$ cat src/rtl/lagarto_plic_gateway.sv
// ----------------------------------------------------------------------------
// lagarto_plic_gateway
//
// Per-source interrupt gateway array for the Lagarto PLIC. Each source runs an
// independent IDLE / PENDING / IN_SERVICE state machine that turns a raw
// level- or edge-triggered device request into a single registered pending
// bit for the priority multiplexer tree. A source is closed once claimed and
// reopened only when its completion arrives. In edge mode, rising edges seen
// while the source cannot forward them are queued in a saturating counter.
//
// Ports:
//   clk_i                      - block clock
//   rstn_i                     - asynchronous active-low reset
//   interrupt_source_i  [N]    - raw device requests (synchronous to clk_i)
//   edge_triggered_i    [N]    - per-source mode: 1 = rising edge, 0 = level
//   claim_valid_i / claim_id_i       - one-cycle claim strobe and source ID
//   complete_valid_i / complete_id_i - one-cycle completion strobe and ID
//   source_interrupt_pending_o [N]   - registered pending bits
//   in_service_o               [N]   - registered claimed-awaiting-completion
//
// Source ID k (1..NUM_SOURCES) maps to bit k-1; ID 0 is reserved.
// ----------------------------------------------------------------------------
module lagarto_plic_gateway #(
    parameter int NUM_SOURCES       = 31,
    parameter int MAX_PENDING_COUNT = 7,
    parameter int MXLEN             = 32
) (
    input  logic                   clk_i,
    input  logic                   rstn_i,
    input  logic [NUM_SOURCES-1:0] interrupt_source_i,
    input  logic [NUM_SOURCES-1:0] edge_triggered_i,
    input  logic                   claim_valid_i,
    input  logic [MXLEN-1:0]       claim_id_i,
    input  logic                   complete_valid_i,
    input  logic [MXLEN-1:0]       complete_id_i,
    output logic [NUM_SOURCES-1:0] source_interrupt_pending_o,
    output logic [NUM_SOURCES-1:0] in_service_o
);

    localparam int CW = $clog2(MAX_PENDING_COUNT + 1);

    typedef enum logic [1:0] {
        IDLE       = 2'b00,
        PENDING    = 2'b01,
        IN_SERVICE = 2'b10
    } gw_state_e;

    logic [NUM_SOURCES-1:0] prev_q;
    logic [NUM_SOURCES-1:0] rise;

    // Previous source value, registered every cycle regardless of mode so that
    // switching to edge mode sees a consistent history.
    always_ff @(posedge clk_i or negedge rstn_i) begin
        if (!rstn_i) begin
            prev_q <= '0;
        end else begin
            prev_q <= interrupt_source_i;
        end
    end

    assign rise = interrupt_source_i & ~prev_q;

    for (genvar g = 0; g < NUM_SOURCES; g++) begin : g_src
        gw_state_e     state_q;
        gw_state_e     state_d;
        logic [CW-1:0] cnt_q;
        logic [CW-1:0] cnt_d;
        logic [CW+1:0] cnt_sum;
        logic          req;
        logic          fwd;
        logic          claim_hit;
        logic          complete_hit;

        // Full-width ID compare: ID 0 and out-of-range IDs never match any g.
        assign claim_hit    = claim_valid_i    && (claim_id_i    == MXLEN'(g + 1));
        assign complete_hit = complete_valid_i && (complete_id_i == MXLEN'(g + 1));

        assign req = edge_triggered_i[g] ? (rise[g] | (cnt_q != '0))
                                         : interrupt_source_i[g];

        always_comb begin
            state_d = state_q;
            fwd     = 1'b0;
            unique case (state_q)
                IDLE: begin
                    if (req) begin
                        state_d = PENDING;
                        fwd     = 1'b1;
                    end
                end
                PENDING: begin
                    if (claim_hit) begin
                        state_d = IN_SERVICE;
                    end
                end
                IN_SERVICE: begin
                    if (complete_hit) begin
                        if (req) begin
                            // Re-pend directly, no IDLE bubble.
                            state_d = PENDING;
                            fwd     = 1'b1;
                        end else begin
                            state_d = IDLE;
                        end
                    end
                end
                default: begin
                    state_d = IDLE;
                end
            endcase
        end

        // Saturating queue of edges: add this cycle's rise, remove the one
        // forwarded; a simultaneous rise and forward leaves the count alone.
        always_comb begin
            cnt_sum = (CW + 2)'(cnt_q) + (CW + 2)'(rise[g]);
            if (fwd && (cnt_sum != '0)) begin
                cnt_sum = cnt_sum - (CW + 2)'(1);
            end
            if (cnt_sum > (CW + 2)'(MAX_PENDING_COUNT)) begin
                cnt_sum = (CW + 2)'(MAX_PENDING_COUNT);
            end
            cnt_d = edge_triggered_i[g] ? cnt_sum[CW-1:0] : '0;
        end

        always_ff @(posedge clk_i or negedge rstn_i) begin
            if (!rstn_i) begin
                state_q <= IDLE;
                cnt_q   <= '0;
            end else begin
                state_q <= state_d;
                cnt_q   <= cnt_d;
            end
        end

        assign source_interrupt_pending_o[g] = (state_q == PENDING);
        assign in_service_o[g]               = (state_q == IN_SERVICE);
    end

endmodule
$ cat config.mk
export PLATFORM = sky130hd
export DESIGN_NAME = lagarto_plic_gateway
export DESIGN_NICKNAME = d
export VERILOG_FILES = /design/src/rtl/lagarto_plic_gateway.sv
export SDC_FILE = /design/constraint.sdc
export NUM_CORES = 1
export LEC_CHECK = 0
export ABC_AREA = 1
export ABC_CLOCK_PERIOD_IN_PS = 2600
export BUFFER_PORTS_ARGS = -buffer_cell sky130_fd_sc_hd__buf_4
export CORE_MARGIN = 2
export CORE_UTILIZATION = 50
export DETAILED_ROUTE_END_ITERATION = 12
export GPL_TIMING_DRIVEN = 0
export PLACE_DENSITY_LB_ADDON = 0.1
export SLEW_MARGIN = 40
export SYNTH_ARGS = -nofsm -noshare
export SYNTH_HDL_FRONTEND = slang
export SYNTH_SLANG_ARGS = --single-unit
export TNS_END_PERCENT = 100
$ cat constraint.sdc
create_clock -name clk_i -period 2.6 [get_ports clk_i]
set_clock_uncertainty 0.05 [all_clocks]
set_input_delay 0.26 -clock clk_i [delete_from_list [all_inputs] [get_ports clk_i]]
set_output_delay 0.26 -clock clk_i [all_outputs]
set_load 0.1 [all_outputs]
Word level (Yosys, flattened, before mapping):

Cells that the tools add are included.

* input port bits: 130
* bits in registers: 186
* output and inout port bits: 62
* logic and storage cells: 995

* equal/unequal tests: 217
* multiplexer cells: 372
* magnitude comparators: 31
* reductions and logical operators: 217
* bitwise operators: 33
* $add $sub $neg: 62

Operator list (number)
* $eq 32x5->1 const B: 32
* $eq 32x4->1 const B: 16
* $eq 32x3->1 const B: 8
* $mux 2: 93
* $mux 3: 62
* $pmux 2 s3: 31
* $gt 5x3->1 const B: 31
* $mux 5: 31
* $reduce_bool 5->1: 31
* $sub 4x1->5 const B: 31
* $eq 32x2->1 const B: 4
* $add 3x1->4: 31
* $mux 1: 124
* $ne 2x1->1 const B: 62
* $logic_and 1x1->1: 93
* $reduce_and 3->1: 31
* $reduce_bool 3->1: 31
* $eq 32x1->1 const B: 2
* $eq 2x1->1 const B: 31
* $eq 2x2->1 const B: 31
* $logic_not 2->1: 31
* $ne 2x2->1 const B: 31
* $pmux 1 s2: 31
* $and 31x31->31: 1
* other kinds (2): 32

Logic depth before layout (Yosys ltp):

Gate-level depths: netlist (run 1).

* depth in word-level cells: 12
* mapped depth: 16
* gate-level depth less buffers: 16

Worst setup path after synthesis (run 1):

Ideal clock, no wire load.

* path kind: reg2reg
* start: register g_src[0].state_q[1]
* end: register g_src[0].state_q[0]
* path buffers: 0
* setup time: 0.118 ns
* period minus slack after synthesis: 2.200 ns
* data arrival time: 2.032 ns
* path slack: 0.400 ns
* required time: 2.432 ns
* cell stages (with the launch flop): 6
* cell sequence: dfrtp_1 > inv_1 > nor2_1 > nand2_1 > nand4_1 > nand2_1

* word-level cells in the longest chain between the ends: 3
* elaborated cells on any way between the ends: 8
* those cells by class: eq/ne: 5; mux: 1; reduce/logical: 2

Ends and longest elaborated chain
* start: declaration: RTL line 64 `gw_state_e state_q;`
* start signal: assignment: RTL line 131 `state_q <= state_d;`
* $eq 2x2->1 (*)
* via in_service_o[0]: RTL line 37 `output logic [NUM_SOURCES-1:0] in_service_o`
* $ne 2x1->1 (no line)
* $reduce_and 3->1 (no line)

Mark *: on every way through the listed nets, which the timed path passes. The rest lies on a longest branch.
A chain may end at the register's enable or synchronous reset.

Worst setup path after layout (run 1):

* start: input port interrupt_source_i[10]
* end: register g_src[10].cnt_q[2]

* word-level cells in the longest chain between the ends: 11
* elaborated cells on any way between the ends: 14
* those cells by class: add/sub: 2; order compare: 1; mux: 7; bitwise: 2; reduce/logical: 2

Ends and longest elaborated chain
* start: declaration: RTL line 30 `input logic [NUM_SOURCES-1:0] interrupt_source_i,`
* branches (longest 7 deep; another with $sub 4x1->5)
* $mux 5 (*): RTL line 117 `if (fwd && (cnt_sum != '0)) begin`
* $gt 5x3->1: RTL line 120 `if (cnt_sum > (CW + 2)'(MAX_PENDING_COUNT)) begin`
* $mux 3 (*): RTL line 120
* $mux 3 (*): RTL line 123 `cnt_d = edge_triggered_i[g] ? cnt_sum[CW-1:0] : '0;`
* via g_src[10].cnt_d[2]: RTL line 67 `logic [CW-1:0] cnt_d;`
* end signal: assignment: RTL line 132 `cnt_q <= cnt_d;`
* end: declaration: RTL line 66 `logic [CW-1:0] cnt_q;`

Mark *: on every way through the listed nets, which the timed path passes.

==> results.toml, run 1 <==
[run_status]
status = "finished clean"

[clock_network]
ctsRootBufferMaster = "clkbuf_16"
clock_insertion_delay_worst_skew_ps = 450
cts.reportedPaths.clkPinSlew_ps = 80
cts_max_path_buffers = 2
clock_tree_from_tritoncts = "yes"
cts_made_buffers = 17
htreeDepth = 4
cts.sink_count = 186

[sta]
timing.fmax_mhz = 406
min_period_ps = 2460
finalHoldViolCount = 0
post-route-worst-setup-slack_ps = 136
relSlewSlack_pct = 68.4
finalMaxSlewViolations = 0
setup_viol = 0
period_share_pct = 94.8
setup_tns_ps = 0
worst_pin_slew_ps = 470

[synthesis]
synth_cell_type_count = 29
mappedNetlistArea_um2 = 15300
synth.top_cells.by_count = "513 x nand2_1, 378 x inv_1, 365 x nor2_1, 334 x nand3_1, 186 x dfrtp_1"
yosys.area.top_type_share_pct = 30.5
ys_ff_latch = 186
synth_enable_flop_cells = 0
synth_seq_area_share_pct = 30.5
post_synth.cell_area_avg_um2 = 6.67
synthMostInstantiatedCell = "nand2_1"
mapped_nets = 2539
netlist.top_cell.by_area = "dfrtp_1"
synth.top_cells.by_area = "dfrtp_1 31%, nand2_1 13%, nand3_1 11%"
async_reset_ff_share_pct = 100
ys_warns = 0
postSynth.topFlopCell = "dfrtp_1"
synth_instances = 2285

[run]
timing.max_cap.violations = 0

[die]
area_of_the_core_um2 = 29900
rows = 63
floorplan.initialDensity_pct = 51.0
fp.dieW_um = 179
floorplan.io_pins = 192
fp.dieH_um = 179
floorplan.die_area_um2 = 31900

[placement]
dpl.cell_count = 2869
dpl_worst_slack_ps = 104
detailed_place.area_um2 = 17300
port-buffer-count = 191
finalWeightedCongestion = 0.861
dp_hpwl_mm = 28.8

[finish]
insertedDiodeCount = 0
multi_input_area_um2 = 8930
finalNonFillerCells = 2936
finish.instance_area_um2 = 18500
final_layout_size_suffix_gt1_share_pct = 17.2
nets = 2787
final-seq-area_um2 = 4650
areaGrowthSynthToFinish_pct = 21.0
final.fill_count = 2764

[min_path]
hold_class = "primary input to flip-flop"
worst_min_path_start = "edge_triggered_i[26]"

[worst_setup_path]
crit_type = "primary input to flip-flop"
worstReg2RegStart = "prev_q[18]$_DFF_PN0_"
setup.worst_path.end_class = "flip-flop"
start_kind = "primary input"
critPathArrivalTime_ps = 2750
worstPathRequired_ps = 2890
critical_path.startpoint = "interrupt_source_i[10]"
largest_fanout_of_any_net_on_the_critical_path = 6

[detailed_routing]
antenna_left = 0
detail_route.vias_per_cell = 4.94
vias = 14500
postRouteWirelength_mm = 36.0
post-route-drc-count = 0
drt_iter0_drc = 757
1st_pass_router_iterations = 5
post_drt_wl_per_cell_um = 12.3

[power]
max-vdd-ir-drop_v = 0.00103
p_total_mw = 19.2
p_leak_nw = 10.6
total_power_density_per_cell_area_nw_per_um2 = 1040

[global_route]
gr-usage-all-layers_pct = 23.4
grt_first_pass_wirelength_mm = 60.3
grt_start_max_net_pins = 62
grt_remaining_overflow = 0
grt_pass1_vias = 13700
grt_antenna_before_repair = 0
metrics by stage:
| step | hold slack, ps | util (%) |
|---|---|---|
| floorplan | -85.6 | - |
| global placement | 328 | 57.5 |
| detailed placement | 93.9 | 57.8 |
| CTS | 17.8 | 61.1 |
| global route | 45.9 | 61.8 |
| finish | 35.4 | 61.8 |
where the power goes:
group / internal (mW) / total [mW] / leakage, nW / switching [mW]
registers: 3.74 / 4.32 / 2.34 / 0.582
clock network: 1.77 / 2.97 / 0.321 / 1.20
logic: 3.87 / 11.9 / 7.92 / 8.03
metal layers:
layer,vias to the layer above,wire (um),GRT usage [%]
met5,-,0,0
met4,0,920,8.13
met3,49,1590,3.92
met2,267,17300,40.4
met1,6615,16200,29.5
li1,7577,-,-
cell usage in the layout, fill, tap and decap left out, types with 31 or more instances in the layout:
cell type	netlist	routed
nand2_1	513	512
inv_1	378	376
nand3_1	334	331
nor2_1	365	324
buf_4	34	227
dfrtp_1	186	186
ha_1	124	124
xor2_1	62	62
nand2_2	57	58
nor3_1	50	50
nor2_2	3	34
or2_2	34	34
nand4_1	33	33
dlygate4sd3_1	0	32
clkinv_1	31	31
state kept, by name, indices dropped and copies added (netlist names):
signal         cells
g_src.cnt_q       93
g_src.state_q     62
prev_q            31
worst max-delay path, stage by stage:
cell	delay, ps
dlygate4sd3_1	530
buf_4	130
inv_1	60
or2_2	110
inv_1	40
ha_1	190
ha_1	280
inv_1	80
ha_1	200
nand2_1	60
nor2_1	50
nor2_2	230
nand2_2	130
nand2_1	70
nand3_1	120
nor2_1	160
nor2_1	60
logic make-up (layout without fill, tap and decap cells):
family	after synthesis	count (layout)	synth area share (%)
and+or+nand+nor	1447	1447	42.7
buffers and inverters	449	710	12.1
DFF	186	186	30.5
adders and majority gates	124	124	10.2
xor gates and xnor gates	79	79	4.54
area by class of cell:
type | instances | area share [%]
multi-input cells | 1650 | 48.4
plain buffers | 40 | 1.66
flip-flops and latches | 186 | 25.2
repair buffers | 229 | 10.1
well taps | 390 | 2.64
clock buffers | 19 | 2.45
inverters | 409 | 8.32
clock inverters | 13 | 1.17
path summary, 6_finish.rpt:
| path | slack, ps | endpoint | depth (start not counted) |
|---|---|---|---|
| max | 140 | g_src[10].cnt_q[2]$_DFF_PN0_ | 17 |
| min | 40 | g_src[26].cnt_q[0]$_DFF_PN0_ | 3 |
| max reg2reg | 260 | g_src[18].cnt_q[1]$_DFF_PN0_ | 14 |
| min reg2reg | 510 | g_src[18].state_q[1]$_DFFE_PN0P_ | 3 |
| max in group asynchronous | 1440 | prev_q[17]$_DFF_PN0_ | 4 |
| min in group asynchronous | 210 | prev_q[29]$_DFF_PN0_ | 2 |
repair_timing:
| item | CTS | global route |
|---|---|---|
| endpoints found under the setup margin | 0 | 92 |
| hold buffers | 32 | 0 |
| buffers inserted | 0 | 3 |
| gates resized for setup | 0 | 58 |
| hold endpoints to repair | 163 | 0 |
Note: power is estimated with default switching activity, not from simulation.
==> inputs of run 2 (changes only) <==
--- a/config.mk
+++ b/config.mk
@@ -10,6 +10,7 @@
 export BUFFER_PORTS_ARGS = -buffer_cell sky130_fd_sc_hd__buf_4
 export CORE_MARGIN = 2
 export CORE_UTILIZATION = 50
+export CTS_BUF_LIST = sky130_fd_sc_hd__clkbuf_8
 export DETAILED_ROUTE_END_ITERATION = 12
 export GPL_TIMING_DRIVEN = 0
 export PLACE_DENSITY_LB_ADDON = 0.1
==> run 2 against run 1 <==
Effect of this change: combinational power barely moved; design area about the same; routed wire length fell by 0.69%; sequential power barely moved; largest cell class unchanged.
==> results.toml, run 2 (synthesized netlist as in run 1, its figures left out) <==
[run_status]
status = "finished clean"

[placement]
detailed_place.area_um2 = 17300
dp_hpwl_mm = 28.8
finalWeightedCongestion = 0.861
port-buffer-count = 191

[detailed_routing]
post_drt_wl_per_cell_um = 12.1
antenna_left = 0
post-route-drc-count = 0
vias = 14600
detail_route.vias_per_cell = 4.91
postRouteWirelength_mm = 35.7
drt_iter0_drc = 714
1st_pass_router_iterations = 5

[run]
timing.max_cap.violations = 0

[min_path]
hold_class = "primary input to flip-flop"
worst_hold_path.num_cells = 5
min_delay_worst_endpoint = "g_src[1].state_q[0]$_DFFE_PN0P_"
worst_min_path_start = "claim_id_i[4]"

[worst_setup_path]
worst_path_max_delay_cell = "dlygate4sd3_1"
crit_type = "primary input to flip-flop"
largest_fanout_of_any_net_on_the_critical_path = 6
crit_path_cell_trace = "dlygate4sd3_1 > buf_4 > inv_1 > or2_2 > inv_1 > ha_1 > ha_1 > inv_1 > ha_1 > nand2_1 > nor2_1 > nor2_1 > nand2_2 > nand2_1 > nand3_1 > nor2_1 > nor2_1"
start_kind = "primary input"
setup.worst_path.end_class = "flip-flop"
r2r_end = "g_src[4].cnt_q[2]$_DFF_PN0_"
reg2regPathDepth = 14
worstReg2RegStart = "prev_q[4]$_DFF_PN0_"
worst_path_most_repeated_cell = "nor2_1"
rrSetupSlack_ps = 230
critPathArrivalTime_ps = 2800
critical-path-max-stage-delay_ps = 530
worstPathRequired_ps = 2950

[die]
rows = 63
fp.dieH_um = 179
floorplan.die_area_um2 = 31900
fp.dieW_um = 179
floorplan.io_pins = 192
floorplan.initialDensity_pct = 51.0
area_of_the_core_um2 = 29900

[finish]
layout.cells.most_common_list = "513 x nand2_1, 378 x inv_1, 334 x nor2_1, 334 x nand3_1, 224 x buf_4"
multi_input_area_um2 = 8840
largest_register_ffs = 93
final.fill_count = 2772
regMostFlops = "g_src.cnt_q"
nets = 2815
insertedDiodeCount = 0
finish.instance_area_um2 = 18500
areaGrowthSynthToFinish_pct = 21.0
final-seq-area_um2 = 4650
most_frequent_standard_cell_in_the_layout_excluding_fill_and_tap_cells = "nand2_1"
largestRegisters = "g_src.cnt_q x93, g_src.state_q x62, prev_q x31"
final_layout_size_suffix_gt1_share_pct = 16.3

[clock_network]
cts_made_buffers = 17
cts.sink_count = 186
ctsRootBufferMaster = "clkbuf_8"
htreeDepth = 4
clock_insertion_delay_worst_skew_ps = 500
clock_tree_from_tritoncts = "yes"
cts_max_path_buffers = 2
cts.reportedPaths.clkPinSlew_ps = 100

[power]
max-vdd-ir-drop_v = 0.00110
p_leak_nw = 10.6
total_power_density_per_cell_area_nw_per_um2 = 997
clock_power_share_pct = 12.6
power.combinational.fraction_pct = 64.0
power.switching_fraction_pct = 52.3
p_total_mw = 18.4
intPower_mw = 8.78
p_switching_mw = 9.62
sequentialPowerShare_pct = 23.5

[sta]
timing.fmax_mhz = 408
relSlewSlack_pct = 68.4
worst_pin_slew_ps = 473
finalHoldViolCount = 0
period_share_pct = 94.2
setup_tns_ps = 0
finalMaxSlewViolations = 0
hold_slack_ps = 93.4
min_period_ps = 2450
setup_viol = 0

[global_route]
grt_pass1_vias = 13700
grt_first_pass_wirelength_mm = 60.2
grt_start_max_net_pins = 62
grt_antenna_before_repair = 0
grt_remaining_overflow = 0
gr-usage-all-layers_pct = 23.3
-- run 2: cell count changes in the layout (fill, tap and decap cells not counted), moves of 2 or more --
cell / change
nand3_1: +3
inv_2: -2
clkbuf_16: -17
inv_1: +2
nor2_2: -2
nor2_4: -8
buf_4: -3
dlygate4sd3_1: +31
nand3_2: -3
nor2_1: +10
clkbuf_8: +17
-- run 2: worst max path at each step --
stage                               startpoint                               to  cells past startpoint  slack (ps)
3_5_place_dp            interrupt_source_i[10]     g_src[10].cnt_q[2]$_DFF_PN0_                     15         100
4_1_cts                 interrupt_source_i[10]     g_src[10].cnt_q[2]$_DFF_PN0_                     17          80
3_3_place_gp                            rstn_i     g_src[24].cnt_q[2]$_DFF_PN0_                      1        -120
2_1_floorplan  g_src[0].state_q[1]$_DFFE_PN0P_  g_src[0].state_q[0]$_DFFE_PN0P_                      5         400
5_1_grt                  interrupt_source_i[5]      g_src[5].cnt_q[1]$_DFF_PN0_                     18         -30
6_report                 interrupt_source_i[4]      g_src[4].cnt_q[2]$_DFF_PN0_                     17         150
-- run 2: what timing repair did --
item                       in CTS  in global routing
buffers inserted                0                  0
resized for setup               0                 33
hold endpoints to repair      256                  0
setup endpoints to repair       0                 80
hold buffers                   63                  0
-- run 2: power groups by stage --
stage / Combinational, mW / Clock [mW] / Sequential, mW
2_1_floorplan: 9.49 / 0 / 4.25
3_3_place_gp: 11.3 / 0 / 4.34
3_5_place_dp: 11.5 / 0 / 4.38
4_1_cts: 11.7 / 2.40 / 4.32
5_1_grt: 13.2 / 2.48 / 4.44
6_report: 11.8 / 2.32 / 4.32
-- run 2: layout make-up --
type	instances	share of cell area (%)
Sequential cell	186	25.2
Clock inverter	13	1.17
Inverter	409	8.32
Tap cell	390	2.64
Multi-Input combinational cell	1650	47.9
Buffer	40	1.66
Timing Repair Buffer	257	11.7
Clock buffer	19	1.42
-- run 2: worst max-delay path, delay by kind of cell --
| kind | cells | cell delay, ps |
|---|---|---|
| adders and majority gates | 3 | 650 |
| and+or+nand+nor | 9 | 1060 |
| buffers and inverters | 5 | 830 |
-- run 2: metal layers --
layer	part of all wire [%]	vias to the layer above	GRT usage (%)
li1	-	7635	-
met1	45	6628	29.2
met2	48	243	40.5
met3	4.5	47	3.77
met4	2.6	0	8.30
met5	0	-	0
-- run 2: through the flow --
stage                     std cells  setup slack (ps)  util (%)
after detailed placement       2869               104      57.8
after global placement         2866              -116      57.5
final                          2964               151      61.8
after CTS                      2964              77.3      61.5
after floorplan                2285               400         -
after global routing           2964             -25.0      61.8
==> inputs of run 3 (changes only) <==
--- a/config.mk
+++ b/config.mk
@@ -6,7 +6,7 @@
 export NUM_CORES = 1
 export LEC_CHECK = 0
 export ABC_AREA = 1
-export ABC_CLOCK_PERIOD_IN_PS = 2600
+export ABC_CLOCK_PERIOD_IN_PS = 2540
 export BUFFER_PORTS_ARGS = -buffer_cell sky130_fd_sc_hd__buf_4
 export CORE_MARGIN = 2
 export CORE_UTILIZATION = 50
==> constraint.sdc (replaced) <==
create_clock -name clk_i -period 2.54 [get_ports clk_i]
set_clock_uncertainty 0.05 [all_clocks]
set_input_delay 0.254 -clock clk_i [delete_from_list [all_inputs] [get_ports clk_i]]
set_output_delay 0.254 -clock clk_i [all_outputs]
set_load 0.1 [all_outputs]
==> run 3 against run 2 <==
Effect of this change: highest routed layer unchanged; critical path depth unchanged; sequential share of layout area is 0.15 points lower; power grew 3.2%; via count increased by 0.39%; largest power group unchanged; critical endpoint is now g_src[10].cnt_q[2]$_DFF_PN0_.
==> results.toml, run 3 (synthesized netlist as in run 1, its figures left out) <==
[run_status]
status = "finished clean"

[finish]
nets = 2819
finish.instance_area_um2 = 18600
final_layout_size_suffix_gt1_share_pct = 16.9
areaGrowthSynthToFinish_pct = 21.8
most_frequent_standard_cell_in_the_layout_excluding_fill_and_tap_cells = "nand2_1"
finalNonFillerCells = 2968
largest_register_ffs = 93
insertedDiodeCount = 0
layout.cells.most_common_list = "512 x nand2_1, 378 x inv_1, 331 x nand3_1, 326 x nor2_1, 228 x buf_4"
regMostFlops = "g_src.cnt_q"
multi_input_area_um2 = 8920
final.fill_count = 2767
largestRegisters = "g_src.cnt_q x93, g_src.state_q x62, prev_q x31"
final-seq-area_um2 = 4650

[sta]
hold_slack_ps = 87.9
setup_viol = 0
worst_pin_slew_ps = 464
timing.fmax_mhz = 416
finalHoldViolCount = 0
min_period_ps = 2400
finalMaxSlewViolations = 0
post-route-worst-setup-slack_ps = 136
period_share_pct = 94.6
relSlewSlack_pct = 69.0

[die]
floorplan.initialDensity_pct = 51.0
rows = 63
fp.dieW_um = 179
floorplan.io_pins = 192
area_of_the_core_um2 = 29900
fp.dieH_um = 179
floorplan.die_area_um2 = 31900

[worst_setup_path]
worstReg2RegStart = "prev_q[17]$_DFF_PN0_"
crit_path_cell_trace = "dlygate4sd3_1 > buf_4 > inv_1 > or2_2 > inv_1 > ha_1 > ha_1 > inv_1 > ha_1 > nand2_1 > nor2_1 > nor2_2 > nand2_2 > nand2_1 > nand3_1 > nor2_1 > nor2_1"
rrSetupSlack_ps = 190
critPathArrivalTime_ps = 2750
r2r_end = "g_src[17].cnt_q[2]$_DFF_PN0_"
critical-path-max-stage-delay_ps = 530
setup.worst_path.end_class = "flip-flop"
worst_path_dominant_cell_family = "simple AND/OR/NAND/NOR gates"
start_kind = "primary input"
worst_path_max_delay_cell = "dlygate4sd3_1"
buffers_and_inverters_on_the_worst_path = 5
worstPathRequired_ps = 2880
reg2regPathDepth = 15
crit_type = "primary input to flip-flop"
largest_fanout_of_any_net_on_the_critical_path = 6

[power]
total_power_density_per_cell_area_nw_per_um2 = 1020
sequentialPowerShare_pct = 23.3
p_leak_nw = 10.6
max-vdd-ir-drop_v = 0.00109
power.switching_fraction_pct = 52.4
intPower_mw = 9.05
p_switching_mw = 9.94
p_total_mw = 19.0
clock_power_share_pct = 12.5
power.combinational.fraction_pct = 64.2

[global_route]
grt_pass1_vias = 13700
grt_start_max_net_pins = 62
gr-usage-all-layers_pct = 23.3
grt_antenna_before_repair = 0
grt_remaining_overflow = 0
grt_first_pass_wirelength_mm = 60.2

[clock_network]
htreeDepth = 4
ctsRootBufferMaster = "clkbuf_8"
cts.reportedPaths.clkPinSlew_ps = 90
clock_insertion_delay_worst_skew_ps = 500
cts_made_buffers = 17
clock_tree_from_tritoncts = "yes"
cts_max_path_buffers = 2
cts.sink_count = 186

[detailed_routing]
vias = 14600
detail_route.vias_per_cell = 4.92
postRouteWirelength_mm = 35.9
post_drt_wl_per_cell_um = 12.1
post-route-drc-count = 0
1st_pass_router_iterations = 5
drt_iter0_drc = 705
antenna_left = 0

[min_path]
worst_min_path_start = "claim_id_i[4]"
min_delay_worst_endpoint = "g_src[1].state_q[0]$_DFFE_PN0P_"
worst_hold_path.num_cells = 5
hold_class = "primary input to flip-flop"

[placement]
dp_hpwl_mm = 28.8
detailed_place.area_um2 = 17300
dpl.cell_count = 2869
finalWeightedCongestion = 0.861
dpl_worst_slack_ps = 50.1
port-buffer-count = 191

[run]
timing.max_cap.violations = 0
-- run 3: changes by cell type in the layout (fill, tap and decap cells not counted) --
| cell | before | now |
|---|---|---|
| nand2_2 | 57 | 58 |
| nand3_2 | 22 | 25 |
| buf_4 | 224 | 228 |
| nor2_2 | 32 | 31 |
| nor2_4 | 5 | 14 |
| nand2_1 | 513 | 512 |
| nor2_1 | 334 | 326 |
| nand3_1 | 334 | 331 |
-- run 3: area by class of cell --
| type | count | share of cell area, % |
|---|---|---|
| Multi-Input combinational cell | 1650 | 48.1 |
| Buffer | 40 | 1.65 |
| Tap cell | 390 | 2.63 |
| Clock buffer | 19 | 1.41 |
| Sequential cell | 186 | 25.1 |
| Timing Repair Buffer | 261 | 11.8 |
| Inverter | 409 | 8.27 |
| Clock inverter | 13 | 1.17 |
-- run 3: per-layer routing --
metal,wire length (um),vias up,GRT usage [%]
met3,1500,48,3.77
met1,16300,6670,29.2
met5,0,-,0
li1,-,7641,-
met2,17200,251,40.5
met4,941,0,8.30
-- run 3: timing repair --
item,in CTS,in global routing
hold buffers,63,0
setup endpoints to repair,0,88
resized for setup,0,54
endpoints found under the hold margin,257,0
setup buffers,0,4
-- run 3: worst min-delay path: stages --
cell     delay, ps
buf_4           80
nor3_1          50
nand3_1         80
nand2_1         70
nand2_1         60
-- run 3: worst max-delay path by stage --
stage | startpoint | endpoint | slack [ps] | depth (start not counted)
6_report | interrupt_source_i[10] | g_src[10].cnt_q[2]$_DFF_PN0_ | 140 | 17
5_1_grt | interrupt_source_i[18] | g_src[18].cnt_q[1]$_DFF_PN0_ | -50 | 17
4_1_cts | interrupt_source_i[10] | g_src[10].cnt_q[2]$_DFF_PN0_ | 20 | 17
3_5_place_dp | interrupt_source_i[10] | g_src[10].cnt_q[2]$_DFF_PN0_ | 50 | 15
3_3_place_gp | rstn_i | g_src[24].cnt_q[2]$_DFF_PN0_ | -170 | 1
2_1_floorplan | g_src[0].state_q[1]$_DFFE_PN0P_ | g_src[0].state_q[0]$_DFFE_PN0P_ | 340 | 5
-- run 3: metrics by stage --
stage	utilization (%)	TNS, ps
after floorplan	-	0
after global placement	57.5	-27420
after detailed placement	57.8	0
after CTS	61.5	0
after global routing	62.2	-124
final	62.2	0
-- run 3: power by group through the flow --
stage | Combinational [mW] | Sequential (mW) | Clock [mW]
after CTS | 11.9 | 4.42 | 2.45
after floorplan | 9.72 | 4.35 | 0
after detailed placement | 11.8 | 4.48 | 0
final | 12.2 | 4.42 | 2.37
after global placement | 11.6 | 4.45 | 0
after global routing | 13.7 | 4.54 | 2.54
